**config.mk**
```make
export PLATFORM = sky130hd
export DESIGN_NAME = uart_rx_oversample
export DESIGN_NICKNAME = d
export VERILOG_FILES = /design/src/rtl/uart_rx_oversample.sv
export SDC_FILE = /design/constraint.sdc
export NUM_CORES = 1
export LEC_CHECK = 0
export ABC_AREA = 1
export CAP_MARGIN = 0
export CORE_AREA = 2 2 76 78
export CTS_BUF_LIST = sky130_fd_sc_hd__clkbuf_16
export CTS_CLUSTER_DIAMETER = 50
export CTS_CLUSTER_SIZE = 12
export DETAILED_ROUTE_END_ITERATION = 10
export DIE_AREA = 0 0 78 80
export GPL_TIMING_DRIVEN = 0
export PLACE_DENSITY = 0.53
export SYNTH_ARGS = -nofsm -noshare
export SYNTH_HDL_FRONTEND = slang
export SYNTH_SLANG_ARGS = --single-unit
```
**constraint.sdc**
```tcl
create_clock -name sysclk -period 1.7 [get_ports sysclk]
set_input_delay 0.255 -clock sysclk [delete_from_list [all_inputs] [get_ports sysclk]]
set_output_delay 0.255 -clock sysclk [all_outputs]
set_load 0.02 [all_outputs]
```
**src/rtl/uart_rx_oversample.sv**
```systemverilog
// 16x-oversampling UART receiver: synchronised input, start-bit validation, 3-sample majority vote.
// Optional even-parity frames (start, 8 data, parity, stop) when UART_RX_PARITY_EN is defined.
module uart_rx_oversample #(
  parameter int CLK_HZ     = 100_000_000,
  parameter int BAUD       = 9600,
  parameter int OVERSAMPLE = 16
) (
  input  logic       sysclk,
  input  logic       reset,
  input  logic       rx_in,
  output logic [7:0] rx_data,
  output logic       rx_valid,
  output logic       frame_err,
  output logic       busy
`ifdef UART_RX_PARITY_EN
  ,
  output logic       parity_err
`endif
);

  localparam int DIV   = CLK_HZ / (BAUD * OVERSAMPLE);
  localparam int DIV_W = (DIV > 1) ? $clog2(DIV) : 1;
  localparam logic [DIV_W-1:0] DIV_LAST = DIV_W'(DIV - 1);

  typedef enum logic [2:0] {
    IDLE,
    START,
    DATA,
`ifdef UART_RX_PARITY_EN
    PARITY,
`endif
    STOP,
    BREAK
  } state_t;

  state_t           state_q, state_d;
  logic             sync1_q, rx_s_q;
  logic [DIV_W-1:0] div_q, div_d;
  logic [3:0]       tick_q, tick_d;
  logic [2:0]       bit_q, bit_d;
  logic [7:0]       shift_q, shift_d;
  logic             s7_q, s7_d, s8_q, s8_d;
  logic [7:0]       rx_data_q, rx_data_d;
  logic             rx_valid_q, rx_valid_d;
  logic             frame_err_q, frame_err_d;
  logic             busy_q, busy_d;
`ifdef UART_RX_PARITY_EN
  logic             par_bad_q, par_bad_d;
  logic             parity_err_q, parity_err_d;
`endif

  logic tick, vote, at_vote, at_end;

  always_comb begin
    tick    = (div_q == DIV_LAST);
    vote    = (s7_q & s8_q) | (s7_q & rx_s_q) | (s8_q & rx_s_q);
    at_vote = tick && (tick_q == 4'd9);
    at_end  = tick && (tick_q == 4'd15);

    state_d     = state_q;
    div_d       = div_q;
    tick_d      = tick_q;
    bit_d       = bit_q;
    shift_d     = shift_q;
    s7_d        = s7_q;
    s8_d        = s8_q;
    rx_data_d   = rx_data_q;
    rx_valid_d  = 1'b0;
    frame_err_d = 1'b0;
`ifdef UART_RX_PARITY_EN
    par_bad_d    = par_bad_q;
    parity_err_d = 1'b0;
`endif

    if (state_q != IDLE) begin
      if (tick) begin
        div_d  = '0;
        tick_d = tick_q + 4'd1;
      end else begin
        div_d = div_q + DIV_W'(1);
      end
      if (tick && tick_q == 4'd7) s7_d = rx_s_q;
      if (tick && tick_q == 4'd8) s8_d = rx_s_q;
    end

    case (state_q)
      IDLE: begin
        // Restart the bit timebase on the detected falling edge.
        if (!rx_s_q) begin
          state_d = START;
          div_d   = '0;
          tick_d  = 4'd0;
          bit_d   = 3'd0;
        end
      end
      START: begin
        if (at_vote && vote) state_d = IDLE;
        else if (at_end)     state_d = DATA;
      end
      DATA: begin
        if (at_vote) shift_d = {vote, shift_q[7:1]};
        if (at_end) begin
          if (bit_q == 3'd7) begin
`ifdef UART_RX_PARITY_EN
            state_d = PARITY;
`else
            state_d = STOP;
`endif
          end else begin
            bit_d = bit_q + 3'd1;
          end
        end
      end
`ifdef UART_RX_PARITY_EN
      PARITY: begin
        if (at_vote) par_bad_d = vote ^ (^shift_q);
        if (at_end)  state_d = STOP;
      end
`endif
      STOP: begin
        // Leave at mid-stop-bit so a back-to-back start edge is not missed.
        if (at_vote) begin
          if (vote) begin
            rx_data_d  = shift_q;
            rx_valid_d = 1'b1;
`ifdef UART_RX_PARITY_EN
            parity_err_d = par_bad_q;
`endif
            state_d = IDLE;
          end else begin
            frame_err_d = 1'b1;
            state_d     = BREAK;
          end
        end
      end
      BREAK: begin
        if (rx_s_q) state_d = IDLE;
      end
      default: state_d = IDLE;
    endcase

    busy_d = (state_d != IDLE);
  end

  always_ff @(posedge sysclk or negedge reset) begin
    if (!reset) begin
      state_q     <= IDLE;
      sync1_q     <= 1'b1;
      rx_s_q      <= 1'b1;
      div_q       <= '0;
      tick_q      <= 4'd0;
      bit_q       <= 3'd0;
      shift_q     <= 8'h00;
      s7_q        <= 1'b0;
      s8_q        <= 1'b0;
      rx_data_q   <= 8'h00;
      rx_valid_q  <= 1'b0;
      frame_err_q <= 1'b0;
      busy_q      <= 1'b0;
`ifdef UART_RX_PARITY_EN
      par_bad_q    <= 1'b0;
      parity_err_q <= 1'b0;
`endif
    end else begin
      state_q     <= state_d;
      sync1_q     <= rx_in;
      rx_s_q      <= sync1_q;
      div_q       <= div_d;
      tick_q      <= tick_d;
      bit_q       <= bit_d;
      shift_q     <= shift_d;
      s7_q        <= s7_d;
      s8_q        <= s8_d;
      rx_data_q   <= rx_data_d;
      rx_valid_q  <= rx_valid_d;
      frame_err_q <= frame_err_d;
      busy_q      <= busy_d;
`ifdef UART_RX_PARITY_EN
      par_bad_q    <= par_bad_d;
      parity_err_q <= parity_err_d;
`endif
    end
  end

  assign rx_data   = rx_data_q;
  assign rx_valid  = rx_valid_q;
  assign frame_err = frame_err_q;
  assign busy      = busy_q;
`ifdef UART_RX_PARITY_EN
  assign parity_err = parity_err_q;
`endif

endmodule

```
After elaboration in Yosys (flattened, before gate mapping)
Cells that the tools add are included.

operators by class
  $add $sub $neg = 3
  equal/unequal tests = 13
  multiplexer cells = 27
  bitwise logic cells = 5
  reductions and logical operators = 14

operators with widths
  cell                                                                   count
  10-bit 2-to-1 mux                                                      4
  3-bit 2-to-1 mux                                                       11
  4-bit 2-to-1 mux                                                       4
  3-bit case mux with 5 select lines                                     1
  4-bit equality test, second input constant                             3
  10-bit by 1-bit adder with 10-bit output, second input constant        1
  10-bit equality test, second input constant                            1
  3-bit by 2-bit equality test with 1-bit output, second input constant  2
  3-bit equality test, second input constant                             2
  1-bit 2-to-1 mux                                                       6
  2-bit != test, second input constant                                   3
  3-bit case mux with 2 select lines                                     1
  2-bit AND reduction                                                    3
  3-bit nonzero test                                                     2
  1-bit logical AND                                                      5
  4-bit by 1-bit adder with 4-bit output, second input constant          1
  4-bit by 3-bit equality test with 1-bit output, second input constant  1
  4-bit AND reduction                                                    1
  3-bit by 1-bit adder with 3-bit output, second input constant          1
  1-bit bitwise AND                                                      3
  3-bit by 1-bit equality test with 1-bit output, second input constant  1
  3-bit zero test                                                        1
  3-bit AND reduction                                                    1
  1-bit bitwise OR                                                       2
  2-bit nonzero test                                                     1

word-level totals
  register bits after elaboration = 43
  bits of input ports = 3
  output and inout port bits = 11
  word-level logic and storage cells = 75

Logic depth before layout (Yosys ltp)
  depth after elaboration = 7
  gate-level depth with buffers = 11
  gate-level depth less buffers = 11

Worst setup path after synthesis
Ideal clock, no wire load.

  path type = register to register
  start point = register div_q[0]
  end point = register tick_q[3]
  setup time = 0.120 ns
  data arrival time = 1.456 ns
  required time = 1.580 ns
  path slack = 0.124 ns
  cell stages (with the launch flop) = 11
  buffers on the path = 0
  period minus slack after synthesis = 1.576 ns
  cell sequence = dfrtp_1 inv_1 ha_1 nand2_1 nor2_1 inv_1 nor2_2 nand2_2 nor2_1 xor2_1 nor2_1

between the ends
  cells in the longest elaborated chain, start to end = 5

ends and longest elaborated chain
  what                    RTL line  text
  start, declared         38        logic [DIV_W-1:0] div_q, div_d;
  start signal, assigned  168       div_q <= div_d;
  10-bit equality test *  55        tick = (div_q == DIV_LAST);
  4-bit 2-to-1 mux *      76        if (tick) begin
  4-bit 2-to-1 mux *      75        if (state_q != IDLE) begin
  4-bit 2-to-1 mux        89        if (!rx_s_q) begin
  4-bit 2-to-1 mux *      86        case (state_q)
  named net tick_d[3]     39        logic [3:0] tick_q, tick_d;
  end signal, assigned    169       tick_q <= tick_d;
  end, declared           39

Mark *: on every way through the listed nets, which the timed path passes. The rest lies on a longest branch.
A chain may end at the register's enable or synchronous reset.

Final worst setup path
  start point = register tick_q[1]
  end point = register rx_data_q[6] (netlist: rx_data[6])

between the ends
  cells in the longest elaborated chain, start to end = 3

ends and longest elaborated chain
  what                           RTL line  text
  4-bit equality test            57        at_vote = tick && (tick_q == 4'd9);
  1-bit logical AND              57
  3-bit AND reduction (no line)  -
  end signal, assigned           174       rx_data_q <= rx_data_d;
  end, declared                  43        logic [7:0] rx_data_q, rx_data_d;

No other way between the ends.

==> qor.tcl <==
set qor(outcome) {finished, final reports clean}
set qor(vias_in_the_first_global_route) 1448
set qor(drv_cap) 0
set qor(die_height_um) 80
set qor(power.internal_mw) 1.57
set qor(share_seq_of_total_power_pct) 52.3
set qor(setup_violations) 0
set qor(synth-edff-count) 0
set qor(crit_fanout) 10
set qor(wl_um) 3830
set qor(period_needed_ns) 1.58
set qor(synth_fp_nets) 250
set qor(total_leakage_power_nw) 1.18
set qor(first_iter_violations) 82
set qor(timing.final.crit_share_pct) 93.1
set qor(worst_clock_skew_ns) 0.00346
set qor(portBuffers) 13
set qor(synth_top_area_share_pct) 48.9
set qor(rr_startpoint) {tick_q[1]}
set qor(max-clock-path-buffers) 2
set qor(dpl-instance-area_mm2) 0.00233
set qor(finalHoldViolations) 0
set qor(syn_inst) 240
set qor(dieArea_mm2) 0.00624
set qor(grt_overflow) 0
set qor(met1_usage_pct) 18.1
set qor(top_level_ports) 14
set qor(vdd_ir_drop_max_mv) 0.470
set qor(finalSetupTns_ns) 0
set qor(max_slew.worst_pin.slew_ns) 0.429
set qor(gr-usage-met2_pct) 21.7
set qor(fp-row-count) 27
set qor(routed_wire_length_per_instance_um) 11.4
set qor(antennaDiodeCount) 0
set qor(global_route.usage.met3_pct) 2.38
set qor(crit_start) {tick_q[1]}
set qor(yosys.cell_count.top_type) {sky130_fd_sc_hd__nand2_1}
set qor(post_drt_via_cell_ratio) 4.56
set qor(synth-seq-area-share_pct) 51.4
set qor(initial_utilization_pct) 38.8
set qor(die_w_um) 78
set qor(initial_antenna_violation_count) 0
set qor(global_route_wire_length_before_repair_um) 6620
set qor(final_layout_size_suffix_gt1_share_pct) 19.2
set qor(tritoncts) {yes}
set qor(power.switching_mw) 0.396
set qor(crit_type) {reg2reg}
set qor(yosys_register_bits) 43
set qor(count_of_synthesis_stage_warnings_from_yosys) 0
set qor(route.detailed.drc) 0
set qor(worstHoldPathType) {reg2reg}
set qor(synth_async_sr_flop_share_pct) 100
set qor(min_from) {sync1_q}
set qor(synthDominantAreaCellType) {sky130_fd_sc_hd__dfrtp_1}
set qor(finalWeightedCongestion) 0.791
set qor(first_pass_iters) 4
set qor(ctsRootBufferMaster) {sky130_fd_sc_hd__clkbuf_16}
set qor(synth.lib_cells_used.distinct) 28
set qor(cp-start-kind) {flop}
set qor(clock_power_share_pct) 46.1
set qor(pwr_density_cell_mw_per_mm2) 759
set qor(detailed_place_hpwl_um) 2840
set qor(cts_htree_levels) 2
set qor(rsz_0062_raised_after_global_routing) {yes}
set qor(antenna_violating_nets_post_route) 0
set qor(crit_arrival_ns) 1.75
set qor(overall_power_mw) 1.97
set qor(hold_ws_ns) 0.355
set qor(max_freq_mhz) 632
set qor(syn-mean-instance-area_um2) 8.74
set qor(grtUsageTotal_pct) 13.6
set qor(area_growth_pct) 23.7
set qor(clkTransAtPathRegs_ns) 0.06
set qor(pin_count_of_the_biggest_net_entering_global_routing) 28
set qor(comb_power_share_pct) 1.6
set qor(final_nets) 274
set qor(ys_dominant_reg_cell) {sky130_fd_sc_hd__dfrtp_1}
set qor(synth.area.top_cells) {sky130_fd_sc_hd__dfrtp_1, sky130_fd_sc_hd__nand2_1, sky130_fd_sc_hd__inv_1, sky130_fd_sc_hd__nor2_1, sky130_fd_sc_hd__ha_1}
set qor(clock_insertion_delay_worst_skew_ns) 0.28
set qor(tritoncts_num_sinks) 43
set qor(synth.cell_area_mm2) 0.00210
set qor(gr-max-usage-layer) {met2}
set qor(core_area_mm2) 0.00541
set qor(final-max-slew-violation-count) 0
set qor(worstSetupEndpointType) {flop}
set qor(synth.top_cells.by_count) {sky130_fd_sc_hd__nand2_1, sky130_fd_sc_hd__dfrtp_1, sky130_fd_sc_hd__inv_1}
set qor(cts_buffers) 5
set qor(dr_total_vias) 1537
set qor(slew_headroom_pct) 71.4
set qor(crit_required_ns) 1.87
set qor(sw_ratio_pct) 20.1
set qor(area_of_all_placed_cells_without_fillers_mm2) 0.00259
critical path: stages (launching register included):
cell and delay, ns:
sky130_fd_sc_hd__dfrtp_1 0.40, sky130_fd_sc_hd__inv_1 0.11, sky130_fd_sc_hd__ha_1 0.15, sky130_fd_sc_hd__and3_2 0.22, sky130_fd_sc_hd__nand3_2 0.11, sky130_fd_sc_hd__inv_2 0.11, sky130_fd_sc_hd__nand3_4 0.11, sky130_fd_sc_hd__buf_12 0.17
sky130_fd_sc_hd__nand2_2 0.05, sky130_fd_sc_hd__o21ai_2 0.05
layout make-up:
class                           count  area (um2)
Clock buffer                        5         125
Multi-Input combinational cell    153         912
Buffer                              2        31.3
Inverter                           42         158
Fill cell                         532        2810
Tap cell                           72        90.1
Clock inverter                      3        16.3
Sequential cell                    43        1080
Timing Repair Buffer               17         183
routing by layer:
metal	up-vias	part of all wire, %
met5	-	0
li1	814	-
met4	0	1.5
met2	17	46
met3	5	2.4
met1	701	50
registers in the layout, summed over array words and instances (netlist names), 3 cells and up:
signal	count
bit_q	3
div_q	10
rx_data	8
shift_q	8
state_q	3
tick_q	4
layout by cell type (no fill, tap or decap), types with 5 or more instances in the layout:
cell / n
sky130_fd_sc_hd__o21ai_0: 7
sky130_fd_sc_hd__o21ai_2: 8
sky130_fd_sc_hd__nand2_1: 40
sky130_fd_sc_hd__o21ai_1: 8
sky130_fd_sc_hd__nor3_1: 6
sky130_fd_sc_hd__o22ai_1: 5
sky130_fd_sc_hd__nor2_1: 22
sky130_fd_sc_hd__nand3_1: 15
sky130_fd_sc_hd__clkdlybuf4s50_1: 12
sky130_fd_sc_hd__nor2_4: 5
sky130_fd_sc_hd__inv_1: 38
sky130_fd_sc_hd__xor2_1: 5
sky130_fd_sc_hd__dfrtp_1: 41
sky130_fd_sc_hd__ha_1: 5
sky130_fd_sc_hd__clkbuf_16: 5
sky130_fd_sc_hd__inv_2: 5
power groups by stage:
| stage | Combinational [mW] | Clock, mW | Sequential [mW] |
|---|---|---|---|
| after floorplan | 0.00142 | 0 | 1.05 |
| after global placement | 0.0280 | 0 | 1.05 |
| after detailed placement | 0.0325 | 0 | 1.05 |
| after CTS | 0.0342 | 0.944 | 1.03 |
| after global routing | 0.0378 | 0.985 | 1.03 |
| final | 0.0319 | 0.907 | 1.03 |
what timing repair did:
| action | CTS | global route |
|---|---|---|
| pin swaps | 0 | 7 |
| gates resized for setup | 5 | 19 |
| hold endpoints to repair | 16 | 0 |
| buffers inserted | 0 | 2 |
| cloned | 0 | 0 |
| setup endpoints to repair | 18 | 35 |
| hold buffers | 1 | 0 |
path summary, 6_finish.rpt:
| kind | cells past startpoint | slack [ns] | to |
|---|---|---|---|
| worst min register to register | 0 | 0.35 | rx_s_q |
| max in group asynchronous | 3 | 0.69 | rx_s_q |
| min in group asynchronous | 2 | 0.45 | state_q[2] |
| worst min-delay path | 0 | 0.35 | rx_s_q |
| worst max-delay path | 9 | 0.12 | rx_data[6] |
| worst max register to register | 9 | 0.12 | rx_data[6] |
stage by stage:
stage	util (%)	setup slack [ns]	instances
floorplan	-	0.124	240
global route	48.0	-0.0214	337
detailed placement	43.1	-0.143	326
finish	48.0	0.118	337
global placement	42.9	-0.812	325
CTS	46.2	0.00477	335
kinds of logic after synthesis:
| kind of cell | share of synthesized area [%] |
|---|---|
| adder cells (fa/ha/maj) | 4.18 |
| AO/OA/AOI/OAI | 10.6 |
| XOR/XNOR | 2.51 |
| flip-flops | 51.4 |
| buffers and inverters | 8.59 |
| AND/OR/NAND/NOR | 22.7 |
No activity file was read; power rests on OpenSTA's default activity.
